File: src/rtl/core_dispatch_ctrl.sv
// Backend dispatch front: a two-wide in-order instruction queue plus the
// redirect, idle/wake and icache maintenance controls sent back to the frontend.
module core_dispatch_ctrl #(
    parameter int PAYLOAD_W = 128,
    parameter int QDEPTH    = 4
) (
    input  logic                   clk,
    input  logic                   rst,
    input  logic [1:0]             inst_valid_i,
    input  logic [2*PAYLOAD_W-1:0] inst_i,
    output logic [1:0]             take_num_o,
    output logic [1:0]             issue_valid_o,
    output logic [2*PAYLOAD_W-1:0] issue_o,
    input  logic [1:0]             issue_num_i,
    input  logic                   redirect_i,
    input  logic [31:0]            redirect_target_i,
    input  logic                   wait_inst_i,
    input  logic                   int_detect_i,
    input  logic                   cacop_valid_i,
    input  logic [1:0]             cacop_i,
    input  logic [31:0]            cacop_addr_i,
    output logic                   cacop_done_o,
    output logic                   rst_jmp_o,
    output logic [31:0]            rst_jmp_target_o,
    output logic                   wait_inst_o,
    output logic                   int_detect_o,
    output logic                   icache_op_valid_o,
    output logic [1:0]             icache_op_o,
    output logic [31:0]            icacheop_addr_o,
    input  logic                   icache_ready_i
);
    localparam int PTR_W = $clog2(QDEPTH);
    localparam int CNT_W = PTR_W + 1;
    localparam logic [CNT_W-1:0] DEPTH_C = CNT_W'(QDEPTH);

    typedef enum logic {RUN, IDLE} run_state_e;
    typedef enum logic [1:0] {C_IDLE, C_SEND, C_GAP, C_WAIT} cac_state_e;

    logic [PAYLOAD_W-1:0] mem_q [QDEPTH];
    logic [PAYLOAD_W-1:0] mem_d [QDEPTH];
    logic [PTR_W-1:0]     head_q, head_d, tail_q, tail_d, head_p1, tail_p1;
    logic [CNT_W-1:0]     count_q, count_d;
    logic [CNT_W-1:0]     pop_cnt, free_cnt;
    logic [1:0]           pop2, take_num;
    logic                 issue_block;

    run_state_e           run_q, run_d;
    cac_state_e           cac_q, cac_d;
    logic [1:0]           cac_op_q, cac_op_d;
    logic [31:0]          cac_addr_q, cac_addr_d;
    logic                 done_q, done_d;
    logic                 rst_jmp_q, rst_jmp_d;
    logic [31:0]          rst_jmp_target_q, rst_jmp_target_d;
    logic                 wait_q, wait_d, int_q, int_d;

    assign head_p1 = head_q + PTR_W'(1);
    assign tail_p1 = tail_q + PTR_W'(1);

    // Acceptance depends only on registered occupancy, never on issue_num_i.
    always_comb begin
        pop2     = {1'b0, inst_valid_i[0]} + {1'b0, inst_valid_i[1]};
        pop_cnt  = CNT_W'(pop2);
        free_cnt = DEPTH_C - count_q;
        take_num = 2'd0;
        if (!rst && !redirect_i && !rst_jmp_q) begin
            take_num = (pop_cnt < free_cnt) ? pop2 : free_cnt[1:0];
        end
    end

    assign take_num_o    = take_num;
    assign issue_block   = rst || redirect_i || rst_jmp_q || (run_q == IDLE);
    assign issue_valid_o = issue_block ? 2'b00 : {count_q >= CNT_W'(2), count_q != '0};
    assign issue_o       = {mem_q[head_p1], mem_q[head_q]};

    always_comb begin
        count_d = count_q + CNT_W'(take_num) - CNT_W'(issue_num_i);
        head_d  = head_q + PTR_W'(issue_num_i);
        tail_d  = tail_q + PTR_W'(take_num);
        if (redirect_i) begin
            count_d = '0;
            head_d  = tail_q;
        end
    end

    // Slot 0 lands at tail, slot 1 at tail+1.
    for (genvar gi = 0; gi < QDEPTH; gi++) begin : g_entry
        assign mem_d[gi] = (take_num != 2'd0 && tail_q == PTR_W'(gi)) ? inst_i[PAYLOAD_W-1:0] :
                           (take_num == 2'd2 && tail_p1 == PTR_W'(gi)) ? inst_i[2*PAYLOAD_W-1:PAYLOAD_W] :
                           mem_q[gi];
    end

    always_ff @(posedge clk) begin
        for (int i = 0; i < QDEPTH; i++) begin
            mem_q[i] <= mem_d[i];
        end
    end

    always_comb begin
        run_d = run_q;
        case (run_q)
            RUN:     if (wait_inst_i && !int_detect_i) run_d = IDLE;
            IDLE:    if (int_detect_i) run_d = RUN;
            default: run_d = RUN;
        endcase
    end

    // done_q guards C_IDLE so the still-held request is not re-accepted on the done cycle.
    always_comb begin
        cac_d             = cac_q;
        cac_op_d          = cac_op_q;
        cac_addr_d        = cac_addr_q;
        done_d            = 1'b0;
        icache_op_valid_o = 1'b0;
        case (cac_q)
            C_IDLE: begin
                if (cacop_valid_i && !done_q) begin
                    cac_d      = C_SEND;
                    cac_op_d   = cacop_i;
                    cac_addr_d = cacop_addr_i;
                end
            end
            C_SEND: begin
                icache_op_valid_o = 1'b1;
                cac_d             = C_GAP;
            end
            C_GAP:  cac_d = C_WAIT;
            C_WAIT: begin
                if (icache_ready_i) begin
                    done_d = 1'b1;
                    cac_d  = C_IDLE;
                end
            end
            default: cac_d = C_IDLE;
        endcase
    end

    assign rst_jmp_d        = redirect_i;
    assign rst_jmp_target_d = redirect_i ? redirect_target_i : rst_jmp_target_q;
    assign wait_d           = wait_inst_i;
    assign int_d            = int_detect_i;

    always_ff @(posedge clk) begin
        if (rst) begin
            head_q           <= '0;
            tail_q           <= '0;
            count_q          <= '0;
            run_q            <= RUN;
            cac_q            <= C_IDLE;
            cac_op_q         <= 2'd0;
            cac_addr_q       <= 32'd0;
            done_q           <= 1'b0;
            rst_jmp_q        <= 1'b0;
            rst_jmp_target_q <= 32'd0;
            wait_q           <= 1'b0;
            int_q            <= 1'b0;
        end else begin
            head_q           <= head_d;
            tail_q           <= tail_d;
            count_q          <= count_d;
            run_q            <= run_d;
            cac_q            <= cac_d;
            cac_op_q         <= cac_op_d;
            cac_addr_q       <= cac_addr_d;
            done_q           <= done_d;
            rst_jmp_q        <= rst_jmp_d;
            rst_jmp_target_q <= rst_jmp_target_d;
            wait_q           <= wait_d;
            int_q            <= int_d;
        end
    end

    assign rst_jmp_o        = rst_jmp_q;
    assign rst_jmp_target_o = rst_jmp_target_q;
    assign wait_inst_o      = wait_q;
    assign int_detect_o     = int_q;
    assign icache_op_o      = cac_op_q;
    assign icacheop_addr_o  = cac_addr_q;
    assign cacop_done_o     = done_q;

    assert property (@(posedge clk) disable iff (rst) inst_valid_i != 2'b10);
    assert property (@(posedge clk) disable iff (rst)
        issue_num_i <= ({1'b0, issue_valid_o[0]} + {1'b0, issue_valid_o[1]}));
endmodule

File: config.mk
export PLATFORM = sky130hd
export DESIGN_NAME = core_dispatch_ctrl
export DESIGN_NICKNAME = d
export VERILOG_FILES = /design/src/rtl/core_dispatch_ctrl.sv
export SDC_FILE = /design/constraint.sdc
export NUM_CORES = 1
export LEC_CHECK = 0
export BUFFER_PORTS_ARGS = -buffer_cell sky130_fd_sc_hd__buf_2
export CELL_PAD_IN_SITES_DETAIL_PLACEMENT = 1
export CELL_PAD_IN_SITES_GLOBAL_PLACEMENT = 1
export CORE_ASPECT_RATIO = 0.75
export CORE_UTILIZATION = 47
export DETAILED_ROUTE_END_ITERATION = 8
export GPL_ROUTABILITY_DRIVEN = 1
export PLACE_DENSITY = 0.91
export SETUP_SLACK_MARGIN = 0.15
export SLEW_MARGIN = 20
export SYNTH_ARGS = -nofsm -noshare
export SYNTH_HDL_FRONTEND = slang
export SYNTH_SLANG_ARGS = --single-unit
File: constraint.sdc
create_clock -name clk -period 11.1 [get_ports clk]
set_input_delay 0.555 -clock clk [delete_from_list [all_inputs] [get_ports clk]]
set_output_delay 0.555 -clock clk [all_outputs]
set_load 0.1 [all_outputs]
==> results.yml <==
outcome:
  status: "complete, no violations"
min_path:
  hold_depth: 2
  hold_path_end: "run_q"
  hp-class: "in -> reg"
  hold_start: "int_detect_i"
die:
  placementRows: 83
  core_mm2: 0.0690
  dieArea_mm2: 0.0713
  die_x_um: 308
  start_util_pct: 47.8
  die_h_um: 231
  num_io_pins: 664
clock_tree:
  cts.htree.levels: 2
  cts_buffer_depth: 3
  clk-insertion-delay-late_ns: 0.61
  cts_setup_buffers: 0
  cts_hold_buf: 0
  post_cts_resize_count: 0
  cts_sinks: 592
  clkSlewWorstSetupHoldPaths_ns: 0.06
  cts_buffers: 60
  root_buffer: "clkbuf_16"
  cts_tree: "built"
synthesis:
  synth-xor-area-share_pct: 0.133
  seq_area_frac_synth_pct: 51.5
  yosysUniqueCellTypes: 38
  muxShareOfSynthArea_pct: 40.7
  yosys.area_share.simple_pct: 1.74
  synth_edf_count: 512
  postSynthAreaPerCell_um2: 18.9
  ys.flop_type: "edfxtp_1"
  ys_ff_latch: 592
  synth_area_mm2: 0.0330
  async_flop_share_pct: 0
  synth.net_count: 2097
  synth_top_family_by_area: "multiplexers"
  postSynthCellCount: 1749
  synth_warnings: 0
  synthAdderAreaFrac_pct: 0.614
  synth_compound_area_share_pct: 1.13
global_route:
  antenna_found_initial: 34
  grt-ovfl-total: 0
  grt_max_degree: 195
  grt_pass1_wl_um: 143000
  grt_pass1_vias: 21552
  track_usage_pct: 26.9
place:
  dp_hpwl_um: 66800
  gp_congestion: 0.871
  placed_cell_area_mm2: 0.0365
  numPortBuffers: 663
timing:
  rsz0062_at_grt: "false"
  finClkSkew_ns: 0.0163
  fmaxAchievable_mhz: 199
  maxSlewViolCount: 0
  period_share_pct: 45.2
  hold_violations: 0
  setup_viol: 0
  relSlewSlack_pct: 24.7
  tightestPinTransition_ns: 1.13
  min_period_ns: 5.02
  holdWs_ns: 0.124
  setup-tns-final_ns: 0
routing:
  vias: 19926
  wl_per_cell_um: 29.3
  drt-total-wl_um: 98900
  route.top_layer_used: "met5"
  drcViolationCount: 0
  met1Wirelength_um: 36400
  first_pass_iters: 5
  drt_iter0_markers: 1451
  wl_met2_um: 52600
  via_per_inst: 5.91
  ant_nets: 0
  route.met3.wl_um: 6010
layout:
  design_area_mm2: 0.0385
  drive_gt1_share_pct: 64.9
  seq_area_mm2: 0.0170
  area_delta_synth_final_pct: 16.8
  num-fill-cells: 6533
  nNetsFinal: 2720
  multi_input_area_mm2: 0.0147
worst_setup_path:
  path_max_fanout: 53
  critPathLaunchType: "flip-flop"
  cpMostUsedCell: "buf_4"
  cp_slowest_cell: "buf_4"
  r2r_slack_ns: 6.08
  r2r-end: "mem_q[3][78]"
  critPathArrivalTime_ns: 5.25
  reg2reg_depth: 11
  cp.required_ns: 11.33
  path_cells: "inv_1 -> ha_1 -> inv_1 -> ha_1 -> o21ai_1 -> o21ai_2 -> a311oi_4 -> buf_4 -> o21bai_4 -> buf_4 -> buf_4"
  worstSetupEndpointType: "flip-flop"
  cp-startpoint: "count_q[0]"
  worstSetupPathType: "reg -> reg"
  r2r-start: "count_q[0]"
  slowest_delay_ns: 0.82
power:
  powerDensity_mw_per_mm2: 176
  finalPower_uw: 6780
  total_leakage_power_uw: 0.0144
  vdd_drop_max_mv: 0.182
job:
  drv_cap: 0
state kept, by name, indices dropped and copies added (netlist names), 2 cells and up:
signal            flops
head_q                2
cac_q                 2
tail_q                2
icacheop_addr_o      32
mem_q               512
icache_op_o           2
rst_jmp_target_o     32
count_q               3
cells in the mapped netlist (30+ instances only):
| cell type | count | area share [%] |
|---|---|---|
| clkbuf_1 | 30 | 0.34 |
| buf_12 | 44 | 2.7 |
| nor2_1 | 40 | 0.46 |
| mux2_4 | 409 | 19 |
| buf_2 | 34 | 0.52 |
| dfxtp_1 | 80 | 4.9 |
| mux2_2 | 103 | 3.5 |
| mux2i_1 | 36 | 1.1 |
| a21oi_1 | 36 | 0.55 |
| nand2_1 | 70 | 0.80 |
| edfxtp_1 | 512 | 47 |
| mux4_2 | 256 | 17 |
layout by cell type, fill, tap and decap left out, types with 13 or more instances in the layout:
cell type    n
edfxtp_1   512
ha_1        13
buf_4       26
mux4_2     256
nand2_1     70
dfxtp_1     78
nor2_1      39
mux2_4     409
buf_2      663
clkbuf_16   62
mux2i_1     36
mux2_2     103
diode_2     21
a21oi_1     36
where the power goes:
| group | switching [uW] | internal, uW | leakage, uW | total, uW |
|---|---|---|---|---|
| sequential | 59.2 | 2530 | 0.00529 | 2590 |
| clock | 876 | 1170 | 0.000961 | 2050 |
| combinational | 1610 | 531 | 0.00814 | 2140 |
metrics by stage:
stage	instances	setup WS, ns	utilization [%]
after floorplan	1749	2.67	-
after global placement	3241	6.24	52.8
after detailed placement	3243	6.07	52.9
after CTS	3351	6.13	55.7
after global routing	3373	5.88	55.9
final	3374	6.08	55.9
metal layers:
layer  GRT usage [%]  vias up
met5               0        -
met4            11.1       30
met3            5.44      221
met2            48.5      797
met1            31.0    10507
li1                -     8371
kinds of logic (layout without fill, tap and decap cells):
group,Yosys count,after routing
DFF,592,592
xor gates and xnor gates,5,5
adders and majority gates,15,15
AOI/OAI and AO/OA,51,51
buffers and inverters,146,815
other,0,21
muxes,804,804
and+or+nand+nor,136,136
area by class of cell:
class / count / share of cell area, %
antenna: 21 / 0.136
timing repair buffer: 696 / 9.51
clock inverter: 27 / 0.663
inverter: 11 / 0.107
tap: 935 / 3.04
sequential: 592 / 44.1
multi-input combinational: 1011 / 38.1
clock buffer: 81 / 4.38
critical path: cells and delay by family (launching register included):
family	cells	cell delay (ns)
buffers and inverters	5	2.28
AO/OA/AOI/OAI	4	1.20
adder cells (fa/ha/maj)	2	0.66
flip-flops	1	0.37
worst max path at each step:
stage / to / slack, ns / cells after the start
after floorplan: mem_q[0][0] / 2.67 / 6
after global placement: mem_q[3][78] / 6.24 / 10
after detailed placement: mem_q[3][68] / 6.07 / 10
after CTS: mem_q[3][68] / 6.13 / 11
after global routing: mem_q[3][77] / 5.88 / 11
final: mem_q[3][78] / 6.08 / 11
Note: power is estimated with default switching activity, not from simulation.
